File: config.mk
export PLATFORM = sky130hd
export DESIGN_NAME = count_event_fifo
export DESIGN_NICKNAME = d
export VERILOG_FILES = /design/src/rtl/count_event_pkg.sv /design/src/rtl/event_fifo.sv /design/src/rtl/count_event_fifo.sv
export SDC_FILE = /design/constraint.sdc
export NUM_CORES = 1
export LEC_CHECK = 0
export BUFFER_PORTS_ARGS = -buffer_cell sky130_fd_sc_hd__buf_2
export CORE_MARGIN = 2
export CORE_UTILIZATION = 36
export CTS_CLUSTER_DIAMETER = 30
export DETAILED_ROUTE_END_ITERATION = 16
export PLACE_DENSITY = 0.64
export SLEW_MARGIN = 20
export SYNTH_ARGS = -nofsm -noshare
export SYNTH_HDL_FRONTEND = slang
export SYNTH_SLANG_ARGS = --single-unit
File: constraint.sdc
create_clock -name clock_i -period 4.8 [get_ports clock_i]
set_clock_uncertainty 0.1 [all_clocks]
set_input_delay 0.48 -clock clock_i [delete_from_list [all_inputs] [get_ports clock_i]]
set_output_delay 0.48 -clock clock_i [all_outputs]
set_load 0.01 [all_outputs]
File: src/rtl/count_event_pkg.sv
// Shared types and constants for the count-change event recorder.
package count_event_pkg;

  localparam int COUNT_WIDTH  = 8;
  localparam int TS_WIDTH_DEF = 16;

  // A 255 -> 0 step of the upstream counter is a genuine wrap.
  localparam logic [COUNT_WIDTH-1:0] WRAP_FROM = 8'hFF;
  localparam logic [COUNT_WIDTH-1:0] WRAP_TO   = 8'h00;

  // Layout of one buffered event, most significant field first.
  typedef struct packed {
    logic [COUNT_WIDTH-1:0]  count;
    logic [TS_WIDTH_DEF-1:0] ts;
    logic                    wrap;
  } count_event_t;

endpackage

File: src/rtl/event_fifo.sv
// Parameterised synchronous FIFO with extended pointers and level output.
// When empty, the read data holds the last head value that was presented.
module event_fifo #(
  parameter int DW    = 25,
  parameter int DEPTH = 4,
  parameter int AW    = $clog2(DEPTH)
) (
  input  logic          clk_i,
  input  logic          rst_ni,
  input  logic          push_i,
  input  logic          pop_i,
  input  logic          flush_i,
  input  logic [DW-1:0] din_i,
  output logic [DW-1:0] dout_o,
  output logic          full_o,
  output logic          empty_o,
  output logic [AW:0]   level_o
);

  localparam int PW = AW + 1;
  localparam logic [AW:0] FULL_LVL = PW'(DEPTH);
  localparam logic [AW:0] PTR_ONE  = {{AW{1'b0}}, 1'b1};

  logic [DW-1:0] r_mem [DEPTH];
  logic [AW:0]   r_wr_ptr;
  logic [AW:0]   r_rd_ptr;
  logic [DW-1:0] r_hold;

  logic [AW:0]   w_level;
  logic          w_empty;
  logic          w_full;
  logic          w_do_pop;
  logic          w_do_push;
  logic [DW-1:0] w_head;

  // Occupancy and the gated push/pop strobes; flush overrides both.
  always_comb begin
    w_level   = r_wr_ptr - r_rd_ptr;
    w_empty   = (w_level == {PW{1'b0}});
    w_full    = (w_level == FULL_LVL);
    w_do_pop  = pop_i && !w_empty && !flush_i;
    w_do_push = push_i && (!w_full || w_do_pop) && !flush_i;
    w_head    = r_mem[r_rd_ptr[AW-1:0]];
  end

  // Pointer update: flush empties, otherwise advance on push/pop.
  always_ff @(posedge clk_i or negedge rst_ni) begin
    if (!rst_ni) begin
      r_wr_ptr <= {PW{1'b0}};
      r_rd_ptr <= {PW{1'b0}};
    end else if (flush_i) begin
      r_wr_ptr <= {PW{1'b0}};
      r_rd_ptr <= {PW{1'b0}};
    end else begin
      if (w_do_push) r_wr_ptr <= r_wr_ptr + PTR_ONE;
      if (w_do_pop)  r_rd_ptr <= r_rd_ptr + PTR_ONE;
    end
  end

  // Storage write port; contents need no reset because empty masks them.
  always_ff @(posedge clk_i) begin
    if (w_do_push) r_mem[r_wr_ptr[AW-1:0]] <= din_i;
  end

  // Remember the presented head so the outputs hold once the FIFO drains.
  always_ff @(posedge clk_i or negedge rst_ni) begin
    if (!rst_ni) begin
      r_hold <= {DW{1'b0}};
    end else if (!w_empty) begin
      r_hold <= w_head;
    end
  end

  // Read port: live head while occupied, held value while empty.
  always_comb begin
    dout_o = r_hold;
    if (!w_empty) begin
      dout_o = w_head;
    end else begin
      dout_o = r_hold;
    end
  end

  assign full_o  = w_full;
  assign empty_o = w_empty;
  assign level_o = w_level;

endmodule

File: src/rtl/count_event_fifo.sv
// Watches an 8-bit counter bus, timestamps every change, buffers the events
// in a small FIFO for a valid/ready consumer and flags threshold crossings.
module count_event_fifo
  import count_event_pkg::*;
#(
  parameter int DEPTH     = 4,
  parameter int TS_WIDTH  = 16,
  parameter int LVL_WIDTH = $clog2(DEPTH) + 1
) (
  input  logic                   clock_i,
  input  logic                   reset_ni,
  input  logic                   capture_en_i,
  input  logic [COUNT_WIDTH-1:0] count_i,
  input  logic [COUNT_WIDTH-1:0] threshold_i,
  input  logic                   clear_i,
  output logic                   event_valid_o,
  input  logic                   event_ready_i,
  output logic [COUNT_WIDTH-1:0] event_count_o,
  output logic [TS_WIDTH-1:0]    event_ts_o,
  output logic                   event_wrap_o,
  output logic                   overflow_o,
  output logic                   threshold_hit_o,
  output logic [LVL_WIDTH-1:0]   level_o
);

  localparam int DW = COUNT_WIDTH + TS_WIDTH + 1;
  localparam logic [TS_WIDTH-1:0] TS_ONE = {{(TS_WIDTH-1){1'b0}}, 1'b1};

  logic [COUNT_WIDTH-1:0] r_prev_count;
  logic [TS_WIDTH-1:0]    r_ts;
  logic                   r_overflow;
  logic                   r_thr_hit;

  logic                   w_change;
  logic                   w_event;
  logic                   w_wrap;
  logic                   w_pop;
  logic                   w_push;
  logic                   w_drop;
  logic                   w_full;
  logic                   w_empty;
  logic [DW-1:0]          w_entry;
  logic [DW-1:0]          w_head;

  // Change detection and the push/drop decision; clear discards any event.
  always_comb begin
    w_change = (count_i != r_prev_count);
    w_event  = w_change && capture_en_i;
    w_wrap   = (r_prev_count == WRAP_FROM) && (count_i == WRAP_TO);
    w_entry  = {count_i, r_ts, w_wrap};
    w_pop    = !w_empty && event_ready_i;
    w_push   = w_event && !clear_i && (!w_full || w_pop);
    w_drop   = w_event && !clear_i && w_full && !w_pop;
  end

  // Free-running timestamp, independent of capture enable.
  always_ff @(posedge clock_i or negedge reset_ni) begin
    if (!reset_ni) r_ts <= {TS_WIDTH{1'b0}};
    else           r_ts <= r_ts + TS_ONE;
  end

  // Previous sample of the counter bus, reloaded every cycle.
  always_ff @(posedge clock_i or negedge reset_ni) begin
    if (!reset_ni) r_prev_count <= {COUNT_WIDTH{1'b0}};
    else           r_prev_count <= count_i;
  end

  // Sticky overflow: set by a dropped event, cleared only by clear or reset.
  always_ff @(posedge clock_i or negedge reset_ni) begin
    if (!reset_ni)   r_overflow <= 1'b0;
    else if (clear_i) r_overflow <= 1'b0;
    else if (w_drop)  r_overflow <= 1'b1;
  end

  // One-cycle threshold pulse for any captured change landing on the threshold.
  always_ff @(posedge clock_i or negedge reset_ni) begin
    if (!reset_ni) r_thr_hit <= 1'b0;
    else           r_thr_hit <= w_event && (count_i == threshold_i);
  end

  event_fifo #(
    .DW    (DW),
    .DEPTH (DEPTH)
  ) u_fifo (
    .clk_i   (clock_i),
    .rst_ni  (reset_ni),
    .push_i  (w_push),
    .pop_i   (event_ready_i),
    .flush_i (clear_i),
    .din_i   (w_entry),
    .dout_o  (w_head),
    .full_o  (w_full),
    .empty_o (w_empty),
    .level_o (level_o)
  );

  assign event_valid_o   = !w_empty;
  assign event_count_o   = w_head[DW-1 -: COUNT_WIDTH];
  assign event_ts_o      = w_head[TS_WIDTH:1];
  assign event_wrap_o    = w_head[0];
  assign overflow_o      = r_overflow;
  assign threshold_hit_o = r_thr_hit;

endmodule

==> results list, run 1 <==
* Num ports: 52
- Via count of the first global-routing pass: 3220
- After clock tree synthesis, the setup repair step added 0 buffers.
- During synthesis, Yosys emitted a total of 0 warnings.
- The worst register-to-register path begins at u_fifo.r_wr_ptr[0].
* Slew headroom: between 40% and 50%
* Clock slew at the register clock pins of the worst setup and hold paths: 0.06 ns
* Count of different cell masters after synthesis: 33
* Crit. End Element: output pin
* Peak supply drop: ~0.27 mV
- Worst-Skew Late Latency: approximately 0.42 ns
* Total of fill cells in the finished design: 1436
* RSZ-0062 raised after global routing: no
- Post-CTS Hold Fix Bufs: 0
- Across the run, the number of max-cap violations was 0.
- For this run, design rule violations remaining after detail routing come to 0.
- Sequential share of power: 40.8%
- Number of iterations in the first detailed-routing pass: 4
- In this run the biggest area consumer among cell types represents between 40 and 50% of the synthesized area.
- The die covers 18100 µm².
* Number of hold violations in the final report: 0
* Area of the placeable core: 16600 µm²
* Internal power: ~2.9 mW
- Summed over all cells, the static leakage comes to ~2.8 nW.
- At the worst endpoint, the arrival time is ~3.1 ns.
* Worst Hold Class: primary input to asynchronous set/reset pin
- TritonCTS built the clock tree.
- Antenna violations before repair: 0
- Final setup vio count: 0
* Fmax achieved: 269 MHz
- Global-route total usage across every layer: between 10% and 20%
* Largest fanout of any net on the critical path: 28
- At the worst endpoint, the required time is around 4.2 ns.
- Counting flops and latches in the post-synthesis netlist gives ~160.
- The root buffer cell chosen for the clock tree is sky130_fd_sc_hd__clkbuf_16.
- Of the synthesized area, sequential elements account for 72.2%.
* Number of DRC markers after the initial detailed-route iteration: roughly 210
* Horiz. Die Dim: around 130 µm
- Number of antenna repair diodes: 0
* Cell types occupying the most area after synthesis: sky130_fd_sc_hd__edfxtp_1 49%, sky130_fd_sc_hd__dfrtp_1 23%, sky130_fd_sc_hd__mux4_2 9.2%
- Launching element type of the critical path: flop
- Number of clock buffers inserted by TritonCTS: 17
- Summing all placed instances gives a cell area of ~6700 µm².
- Portion of total power attributed to the clock network: 32.0%
- For the finished layout, the period the worst path requires is roughly 3.7 ns.
* Final clock period utilization by the worst path: around 77%
- The congestion estimate from routability-driven global placement came to 0.746.
* Worst setup path category: flop to output pin
* Worst-case register-to-register setup slack: around 1.9 ns
- Result of the run: complete, no violations
- Reg2reg path depth: 8
* Number of vias in the routed layout: 2993
- Counting every net in the synthesized netlist gives 353.
- Clock tree synthesis found a total of between 150 and 200 sinks.
- Mapped Avg Cell Area: around 19 µm²
- Power spread over the standard cell area amounts to 548 nW/µm².
- Count of nets left with antenna violations after detail routing: 0
- Comb power frac: a little over a quarter
* Row cnt: 47
- Syn Inst Count: 324
- Net count reported at finish: roughly 420
* Switching fraction of total power: between 20 and 30%
* Maximum number of pins on one net before global-route repair: a little under 60
- The longest clock path from root to sink contains 2 buffers.
* Setup total negative slack: 0 ns
- Detail Placement HPWL: about 6800 µm
- The routed design has 11300 µm of wire.
- Wire length of the first global-routing pass: 18200 µm
* Actual slew at the worst max-slew pin: ~0.85 ns
- Biggest area consumer among synthesized cells: sky130_fd_sc_hd__edfxtp_1
- Compared with the post-synthesis result, the final layout area differs by 18.6%.
* Remaining global-route overflow: 0
- Starting utilization of the core area: roughly 37%
* # port buffers: slightly above 50
- Routed WL per cell: approximately 18 µm
* Vias per cell: around 4.8
- Summed over all nets, the switching power comes to 1.11 mW.
* Cell area after technology mapping: between 6000 and 7000 µm²
- Final number of max-transition violations: 0
* Endpoint of the worst register-to-register path: u_fifo.r_rd_ptr[1]
* Final non-filler cell area: ~7300 µm²
- Of the cells placed in the final design, the portion with a size suffix greater than 1 is between 30% and 40%.
- Height of the die: around 130 µm
- Once the clock tree was built, the resizer swapped 0 gates to a different size.
* CTS H-tree depth: 4
[cell usage after synthesis, drive strengths merged]
cell	instances
and3	4
and4	2
fa	1
mux2i	1
nor3	1
xnor3	1
nor2	8
nand3	9
a21o	2
a21oi	3
nor2b	1
a21boi	1
xor2	21
dfrtp	57
nand4	4
buf	6
nor4	4
xnor2	11
clkbuf	4
or3	1
ha	7
mux2	26
inv	6
nor3b	4
nand2	9
mux4	25
nor4bb	4
or2	1
edfxtp	100
[through the flow]
stage | worst slack, ns | hold slack [ns] | util (%) | cells | power, mW
6_report | 1.08 | 0.128 | 43.7 | 626 | 3.99
2_1_floorplan | 0.768 | 0.0844 | - | 324 | 2.39
3_5_place_dp | 1.49 | 0.382 | 40.3 | 594 | 2.77
5_1_grt | 0.862 | 0.164 | 43.7 | 626 | 4.21
4_1_cts | 1.03 | 0.152 | 43.7 | 626 | 4.06
3_3_place_gp | 1.56 | 0.380 | 40.3 | 594 | 2.75
[layout by cell type (no fill, tap or decap), types with 2 or more instances in the layout]
master and count:
sky130_fd_sc_hd__xor2_1 21, sky130_fd_sc_hd__nor4bb_1 4, sky130_fd_sc_hd__buf_4 9, sky130_fd_sc_hd__nor2_1 8, sky130_fd_sc_hd__a21o_1 2, sky130_fd_sc_hd__inv_1 6, sky130_fd_sc_hd__mux4_2 25, sky130_fd_sc_hd__ha_1 7
sky130_fd_sc_hd__nor4_1 4, sky130_fd_sc_hd__clkbuf_1 2, sky130_fd_sc_hd__clkbuf_16 17, sky130_fd_sc_hd__nand3_1 7, sky130_fd_sc_hd__xnor2_1 11, sky130_fd_sc_hd__clkinv_2 3, sky130_fd_sc_hd__a21oi_1 2, sky130_fd_sc_hd__dfrtp_1 56
sky130_fd_sc_hd__and4_1 2, sky130_fd_sc_hd__clkinv_4 2, sky130_fd_sc_hd__nor3b_2 4, sky130_fd_sc_hd__edfxtp_1 100, sky130_fd_sc_hd__clkbuf_8 4, sky130_fd_sc_hd__inv_6 2, sky130_fd_sc_hd__mux2_2 25, sky130_fd_sc_hd__nand2_1 9
sky130_fd_sc_hd__buf_2 51, sky130_fd_sc_hd__nand4_1 4, sky130_fd_sc_hd__nand3_2 2, sky130_fd_sc_hd__and3_1 4
[routing by layer]
metal / vias to the layer above / part of all wire, % / track usage [%]
met5: - / 0 / 0
met4: 0 / 0.76 / 5.26
met3: 4 / 4.1 / 3.68
met2: 52 / 53 / 23.4
met1: 1558 / 42 / 16.9
li1: 1379 / - / -
[worst max path at each step]
stage / from / to / slack (ns) / cells after the start
after detailed placement: u_fifo.r_wr_ptr[0] / event_ts_o[9] / 1.49 / 7
after CTS: u_fifo.r_wr_ptr[0] / event_ts_o[9] / 1.03 / 7
after floorplan: u_fifo.r_wr_ptr[0] / u_fifo.r_mem[0][0] / 0.77 / 8
after global placement: u_fifo.r_wr_ptr[0] / event_ts_o[8] / 1.56 / 7
after global routing: u_fifo.r_wr_ptr[0] / event_ts_o[11] / 0.86 / 7
final: u_fifo.r_wr_ptr[0] / event_ts_o[9] / 1.08 / 7
[cell type report]
cell class                      instances  area [µm²]  share of cell area, %
Sequential cell                       157        4430                   60.9
Multi-Input combinational cell        151        1650                   22.7
Clock buffer                           23         488                   6.71
Timing Repair Buffer                   60         323                   4.44
Tap cell                              220         275                   3.79
Clock inverter                          9        83.8                   1.15
Inverter                                6        22.5                  0.310
[worst max-delay path: stages, from the launching register on]
cell and delay (ns):
sky130_fd_sc_hd__dfrtp_1 0.38, sky130_fd_sc_hd__inv_1 0.11, sky130_fd_sc_hd__ha_1 0.20, sky130_fd_sc_hd__fa_1 0.37, sky130_fd_sc_hd__xnor3_2 0.27, sky130_fd_sc_hd__nand3_2 0.66, sky130_fd_sc_hd__mux2_2 0.56, sky130_fd_sc_hd__buf_2 0.15
[power by group through the flow]
stage / sequential [mW] / clock (mW) / combinational (mW)
6_report: 1.63 / 1.28 / 1.08
5_1_grt: 1.64 / 1.38 / 1.19
4_1_cts: 1.63 / 1.31 / 1.12
3_5_place_dp: 1.66 / 0 / 1.11
3_3_place_gp: 1.65 / 0 / 1.10
2_1_floorplan: 1.65 / 0 / 0.741
[cell families (layout without fill, tap and decap cells)]
| logic type | Yosys count | count (layout) | synth area share [%] |
|---|---|---|---|
| flip-flops | 157 | 157 | 72.2 |
| multiplexers | 52 | 52 | 14.1 |
| AND/OR/NAND/NOR | 52 | 52 | 4.98 |
| XOR/XNOR | 33 | 33 | 4.96 |
| buffers and inverters | 16 | 98 | 1.20 |
| adder cells (fa/ha/maj) | 8 | 8 | 1.76 |
| AO/OA/AOI/OAI | 6 | 6 | 0.735 |
[registers in the layout, indices dropped and copies added, names as in the netlist]
register         flops
u_fifo.r_hold       25
r_ts                16
u_fifo.r_mem       100
u_fifo.r_wr_ptr      3
u_fifo.r_rd_ptr      3
r_prev_count         8
overflow_o           1
threshold_hit_o      1
(Power assumes the default switching activity.)
==> run 2, diff against run 1 <==
==> constraint.sdc (replaced) <==
create_clock -name clock_i -period 3.6 [get_ports clock_i]
set_clock_uncertainty 0.1 [all_clocks]
set_input_delay 0.36 -clock clock_i [delete_from_list [all_inputs] [get_ports clock_i]]
set_output_delay 0.36 -clock clock_i [all_outputs]
set_load 0.01 [all_outputs]
==> results list, run 2 (synthesis results as in run 1) <==
- The area of the core region came to 16600 µm² (unchanged).
- Depth of the critical timing path with buffers and inverters included: 8 (was 7)
* Clock slew at the register clock pins of the worst setup and hold paths: 0.06 ns (about the same)
* Result of the run: complete, no violations (unchanged)
* Actual slew at the worst max-slew pin: 0.809 ns (was 0.849 ns)
- Static leakage: 2.84 nW (was 2.81 nW)
* Count of nets left with antenna violations after detail routing: 0 (unchanged)
- Final clock period utilization by the worst path: roughly nine tenths
* Fmax achieved: approximately 310 MHz
* Number of clock buffers inserted by TritonCTS: 17 (unchanged)
- The maximum clock insertion buffer count is 2 (unchanged).
- The category of the critical setup timing path is flop to output pin (unchanged).
* Slew headroom: 46.1% (was 43.3%)
- Global-route total usage across every layer: 13.5% (was 13.8%)
* Reg2reg path depth: 8 (unchanged)
- The initial DRC count is 182 (was 214).
- Largest fanout of any net on the critical path: 21 (was 28)
- The maximum ir drop on the vdd rail was 0.358 mV (was 0.270 mV).
- Highest-delay cell along the critical path: sky130_fd_sc_hd__dfrtp_1 (was sky130_fd_sc_hd__nand3_2)
- Post-layout instance count excluding filler cells: 630 (was 626)
- The via count of the first global-routing pass came to 3232 (was 3220).
- Clock Sinks: 157 (unchanged)
- The remaining global-route overflow is 0 (unchanged).
- Number of antenna repair diodes: 0 (unchanged)
* Worst-Skew Late Latency: 0.42 ns (about the same)
* Share of final-layout standard cells stronger than drive strength 1: 37.8% (was 36.9%)
* Routed WL per cell: 17.7 µm (was 18.0 µm)
- The worst setup path endpoint is event_ts_o[14] (was event_ts_o[9]).
- The number of antenna violations at the first check in global routing came to 0 (unchanged).
* Number of flip-flops in the largest register: 100 (unchanged)
* Setup WS pre-CTS: 0.827 ns (was 1.49 ns)
- The critical path data required time came to 3.14 ns (was 4.22 ns).
- The final cell utilization of the core was 44.2% (was 43.7%).
* Final critical delay including setup and external delays: ~3.2 ns
* Total Die Area: 18100 µm² (unchanged)
- The buffers plus inverters on the worst setup path came to 3 (was 2).
- Final setup vio count: 0 (unchanged)
- The worst min-delay path class was primary input to flop (was primary input to asynchronous set/reset pin).
- Vias per cell: 4.86 (was 4.78)
- Total wire length after detailed routing: 11100 µm (was 11300 µm)
* Ordered cell list for the critical path: inv_1 -> ha_1 -> fa_1 -> xnor3_2 -> nand3_2 -> buf_12 -> mux2_2 -> buf_2 (was inv_1 -> ha_1 -> fa_1 -> xnor3_2 -> nand3_2 -> mux2_2 -> buf_2)
* Kind of cell adding the most delay to the critical path: adder cells (was simple AND/OR/NAND/NOR gates)
- Horiz. Die Dim: 135 µm (unchanged)
- The root buffer selected by CTS is sky130_fd_sc_hd__clkbuf_16 (unchanged).
- The pin count of the biggest net entering global routing is 32 (was 58).
- The most common library cell in the layout ignoring fill and taps is sky130_fd_sc_hd__edfxtp_1 (unchanged).
* Most frequent cells in the layout: 100 x sky130_fd_sc_hd__edfxtp_1, 56 x sky130_fd_sc_hd__dfrtp_1, 51 x sky130_fd_sc_hd__buf_2 (unchanged)
* Number of vias in the routed layout: 3060 (was 2993)
- Slowest cell delay on critical path: 0.39 ns (was 0.66 ns)
- The clock tree from TritonCTS is built (unchanged).
- Number of hold violations in the final report: 0 (unchanged)
- Launching element type of the critical path: flop (unchanged)
- The row count came to 47 (unchanged).
- Worst endpoint data arrival time: 2.74 ns (was 3.14 ns)
- Reg2reg start: u_fifo.r_wr_ptr[0] (unchanged)
* Worst-case register-to-register setup slack: 0.81 ns (was 1.89 ns)
- Maximum Capacitance Violations: 0 (unchanged)
- The total power per unit cell area was 746 nW/µm² (was 548 nW/µm²).
- CTS H-tree depth: 4 (unchanged)
- Global placement routability congestion: 0.739 (was 0.746)
* Starting utilization of the core area: 36.8% (unchanged)
- DRC: 0 (unchanged)
* Total power consumption of the routed design: 5.49 mW (was 3.99 mW)
- The die height came to 135 µm (unchanged).
* Area growth syn-to-layout: 19.9% (was 18.6%)
- The element type at the critical path end was an output pin (unchanged).
- Placed Cells incl. Taps: 597 (was 594)
- The worst path setup slack after routing was 0.400 ns (was 1.08 ns).
- The endpoint of the lowest-slack register-to-register path was u_fifo.r_mem[1][1] (was u_fifo.r_rd_ptr[1]).
- The count of final max-slew check failures came to 0 (unchanged).
* Num ports: 52 (unchanged)
- The wire length of the first global-routing pass was 18000 µm (was 18200 µm).
* Detail Placement HPWL: 7140 µm (was 6760 µm)
* Worst Hold Margin: 0.0477 ns (was 0.128 ns)
- The count of input and output buffers was 51 (unchanged).
* Net count reported at finish: 426 (was 422)
- Number of iterations in the first detailed-routing pass: 4 (unchanged)
- RSZ-0062 raised after global routing: no (unchanged).
* Crit path from: u_fifo.r_wr_ptr[0] (unchanged)
run 2: stage by stage:
| stage | setup TNS (ns) | cell area (µm²) |
|---|---|---|
| after detailed placement | 0 | 6730 |
| after global placement | 0 | 6730 |
| after CTS | 0 | 7350 |
| after global routing | 0 | 7350 |
| final | 0 | 7350 |
| after floorplan | -43.23 | 6130 |
run 2: per-layer routing:
metal | up-vias | track usage (%) | share of wire, %
met3 | 18 | 3.64 | 3.2
met2 | 49 | 22.6 | 52
met1 | 1600 | 16.5 | 43
met5 | - | 0 | 0
met4 | 0 | 5.85 | 1.9
li1 | 1393 | - | -
run 2: timing repair:
action	CTS	global route
setup buffers	0	0
endpoints found under the setup margin	0	0
gates resized for setup	0	0
endpoints found under the hold margin	30	0
hold buffers	1	0
run 2: how the worst min path moves through the flow:
stage                     depth (start not counted)           endpoint         startpoint  slack [ns]
final                                             1    r_prev_count[3]         count_i[3]        0.05
after global placement                            1  u_fifo.r_hold[23]  u_fifo.r_hold[23]        0.38
after floorplan                                   0         overflow_o           reset_ni       -0.04
after detailed placement                          1   u_fifo.r_hold[2]   u_fifo.r_hold[2]        0.38
after global routing                              1    r_prev_count[0]         count_i[0]        0.04
after CTS                                         1    r_prev_count[6]         count_i[6]        0.04
run 2: where the power goes:
group	total (mW)	internal (mW)	switching (mW)
clock network	1.81	1.11	0.701
registers	2.17	2.12	0.0511
logic	1.50	0.726	0.779
run 2: cell type report:
| class | count | area [µm²] |
|---|---|---|
| fillers | 1413 | 9290 |
| flip-flops and latches | 157 | 4430 |
| repair buffers | 64 | 368 |
| multi-input cells | 151 | 1650 |
| clock inverters | 14 | 168 |
| inverters | 6 | 22.5 |
| well taps | 220 | 275 |
| clock buffers | 18 | 439 |
==> run 3, diff against run 2 <==
--- a/config.mk
+++ b/config.mk
@@ -10,7 +10,7 @@
 export CORE_UTILIZATION = 36
 export CTS_CLUSTER_DIAMETER = 30
 export DETAILED_ROUTE_END_ITERATION = 16
-export PLACE_DENSITY = 0.64
+export PLACE_DENSITY = 0.66
 export SLEW_MARGIN = 20
 export SYNTH_ARGS = -nofsm -noshare
 export SYNTH_HDL_FRONTEND = slang
==> constraint.sdc (replaced) <==
create_clock -name clock_i -period 2.8 [get_ports clock_i]
set_clock_uncertainty 0.1 [all_clocks]
set_input_delay 0.28 -clock clock_i [delete_from_list [all_inputs] [get_ports clock_i]]
set_output_delay 0.28 -clock clock_i [all_outputs]
set_load 0.05 [all_outputs]
==> results list, run 3 (synthesis results as in run 1) <==
- Static leakage: 3.15 nW (was 2.84 nW)
* Slew headroom: 48.9% (was 46.1%)
- Detail Placement HPWL: 6790 µm (was 7140 µm)
- The category of the critical setup timing path was flop to output pin (unchanged).
* Final critical delay including setup and external delays: 2.82 ns
- Worst-case register-to-register setup slack: 0.16 ns (was 0.81 ns)
* Worst-Skew Late Latency: 0.42 ns (about the same)
- Crit. End Element: output pin (unchanged)
* Largest fanout of any net on the critical path: 10 (was 21)
- The clock tree from TritonCTS is built (unchanged).
- The worst path setup slack after routing came to -0.0192 ns (was 0.400 ns).
* Reg2reg start: u_fifo.r_rd_ptr[0] (was u_fifo.r_wr_ptr[0])
* Number of antenna repair diodes: 0 (unchanged)
* RSZ-0062 raised after global routing: yes (was no)
* Buffers and inverters on the worst path: 2 (was 3)
- The worst min-delay path class is primary input to flop (unchanged).
- Number of iterations in the first detailed-routing pass: 4 (unchanged)
- The clock sink count came to 157 (unchanged).
- The clock slew at the register clock pins of the worst setup and hold paths was 0.06 ns (about the same).
- The area of the core region came to 16600 µm² (unchanged).
- The slowest cell on the critical path is sky130_fd_sc_hd__dfrtp_2 (was sky130_fd_sc_hd__dfrtp_1).
- Maximum number of buffers from clock root to sink: 2 (unchanged)
- Worst hold stages: 4 (was 1)
- The global placement routability congestion is 0.771 (was 0.739).
- The final count of hold timing violations was 0 (unchanged).
- The total DRC errors in the routed layout came to 0 (unchanged).
* Total wire length after detailed routing: 11600 µm (was 11100 µm)
* Horiz. Die Dim: 135 µm (unchanged)
* Reg2reg path depth: 9 (was 8)
* Peak supply drop: 0.797 mV (was 0.358 mV)
- Row cnt: 47 (unchanged)
* Actual slew at the worst max-slew pin: 0.766 ns (was 0.809 ns)
* Final clock period utilization by the worst path: 101%
- The final reports fail on setup timing.
- Most frequent cells in the layout: 100 x sky130_fd_sc_hd__edfxtp_1, 56 x sky130_fd_sc_hd__dfrtp_1, 26 x sky130_fd_sc_hd__buf_2 (was 100 x sky130_fd_sc_hd__edfxtp_1, 56 x sky130_fd_sc_hd__dfrtp_1, 51 x sky130_fd_sc_hd__buf_2)
* Total Die Area: 18100 µm² (unchanged)
- The remaining antenna violation count after routing was 0 (unchanged).
- The count of H-tree levels built during CTS was 4 (unchanged).
- The startpoint of the lowest-slack hold path is event_ready_i (was count_i[3]).
* Global-route total usage across every layer: 13.8% (was 13.5%)
- Maximum number of pins on one net before global-route repair: 58 (was 32)
- Setup total negative slack: -0.0847 ns (was 0 ns)
- The final routed wire length divided by cell count came to 17.8 µm (was 17.7 µm).
- The number of flip-flops in the largest register was 100 (unchanged).
- Num ports: 52 (unchanged)
* Number of clock buffers inserted by TritonCTS: 17 (unchanged)
* Endpoint of the worst register-to-register path: u_fifo.r_mem[1][14] (was u_fifo.r_mem[1][1])
- The total power per unit cell area came to 1190 nW/µm² (was 746 nW/µm²).
* Share of final-layout standard cells stronger than drive strength 1: 40.2% (was 37.8%)
* Kind of cell adding the most delay to the critical path: adder cells (unchanged)
* Ordered cell list for the critical path: ha_4 -> fa_2 -> xnor3_2 -> nand3_4 -> buf_12 -> mux2_4 -> buf_6 (was inv_1 -> ha_1 -> fa_1 -> xnor3_2 -> nand3_2 -> buf_12 -> mux2_2 -> buf_2)
- Most frequent standard cell in the layout excluding fill and tap cells: sky130_fd_sc_hd__edfxtp_1 (unchanged)
- The post-placement worst setup slack is 0.142 ns (was 0.827 ns).
- Result of the run: finished, violations left (was complete, no violations).
- Via count of the first global-routing pass: 3373 (was 3232)
* Required time of the critical path: 2.42 ns (was 3.14 ns)
- Launching element type of the critical path: flop (unchanged)
* Maximum Capacitance Violations: 0 (unchanged)
- The die height is 135 µm (unchanged).
- Hold endpoint: overflow_o (was r_prev_count[3])
* Fmax achieved: about 350 MHz
- Wire length of the first global-routing pass: 18500 µm (was 18000 µm)
* Final setup vio count: 10 (was 0)
* Vias per cell: 4.79 (was 4.86)
* Number of DRC markers after the initial detailed-route iteration: 201 (was 182)
* Slowest cell delay on critical path: 0.42 ns (was 0.39 ns)
* # port buffers: 51 (unchanged)
- Net count reported at finish: 446 (was 426)
- The number of antenna violations at the first check in global routing came to 0 (unchanged).
- The root buffer selected by CTS was sky130_fd_sc_hd__clkbuf_16 (unchanged).
- Area growth syn-to-layout: 29.7% (was 19.9%)
- Final number of max-transition violations: 0 (unchanged)
- Placed Cells incl. Taps: 595 (was 597)
- Worst endpoint data arrival time: 2.44 ns (was 2.74 ns)
- Remaining global-route overflow: 0 (unchanged)
- Starting utilization of the core area: 36.8% (unchanged)
- The via count of the routed design is 3114 (was 3060).
* Post-layout instance count excluding filler cells: 650 (was 630)
-- run 3: worst max path at each step --
stage | from | endpoint | cells after the start
final | u_fifo.r_rd_ptr[0] | event_ts_o[12] | 7
after global placement | u_fifo.r_wr_ptr[0] | event_ts_o[15] | 8
after global routing | u_fifo.r_wr_ptr[0] | event_ts_o[10] | 8
after detailed placement | u_fifo.r_wr_ptr[0] | u_fifo.r_mem[2][12] | 8
after floorplan | u_fifo.r_wr_ptr[0] | u_fifo.r_mem[3][0] | 8
after CTS | u_fifo.r_rd_ptr[0] | event_ts_o[8] | 8
-- run 3: what timing repair did --
item / 4_1_cts / 5_1_grt
endpoints found under the hold margin: 65 / 0
resized for setup: 93 / 7
pin swaps: 3 / 3
gates cloned: 2 / 0
setup buffers: 7 / 7
setup endpoints to repair: 26 / 25
hold buffers: 9 / 0
-- run 3: area by class of cell --
type	count	area [µm²]
Inverter	6	22.5
Multi-Input combinational cell	151	1800
Clock inverter	15	160
Clock buffer	17	425
Sequential cell	157	4430
Fill cell	1409	8690
Tap cell	220	275
Timing Repair Buffer	84	833
-- run 3: worst reg2reg max path, delay by kind of cell (launching register included) --
family                     cells  cell delay, ns
and+or+nand+nor                3            0.64
adders and majority gates      2            0.49
buffers and inverters          3            0.46
DFF                            1            0.42
xor gates and xnor gates       1            0.27
-- run 3: through the flow --
stage | cell area [µm²] | utilization, % | total power [mW] | hold WS [ns]
detailed placement | 6800 | 40.9 | 5.96 | 0.381
finish | 7950 | 47.8 | 9.46 | 0.138
CTS | 7920 | 47.6 | 9.56 | 0.107
floorplan | 6180 | - | 5.25 | -0.116
global route | 7950 | 47.8 | 9.85 | 0.159
global placement | 6800 | 40.9 | 5.91 | 0.377
-- run 3: routing by layer --
layer / part of all wire (%) / up-vias / global-route usage (%)
met5: 0 / - / 0
met4: 1.8 / 0 / 5.96
met3: 3.1 / 15 / 2.93
met2: 49 / 59 / 22.2
met1: 46 / 1611 / 18.2
li1: - / 1429 / -
-- run 3: where the power goes --
part	total [mW]	switching, mW	leakage, nW	internal, mW
Sequential	2.81	0.0802	1.67	2.73
Clock	2.26	0.937	0.290	1.32
Combinational	4.39	2.41	1.19	1.98
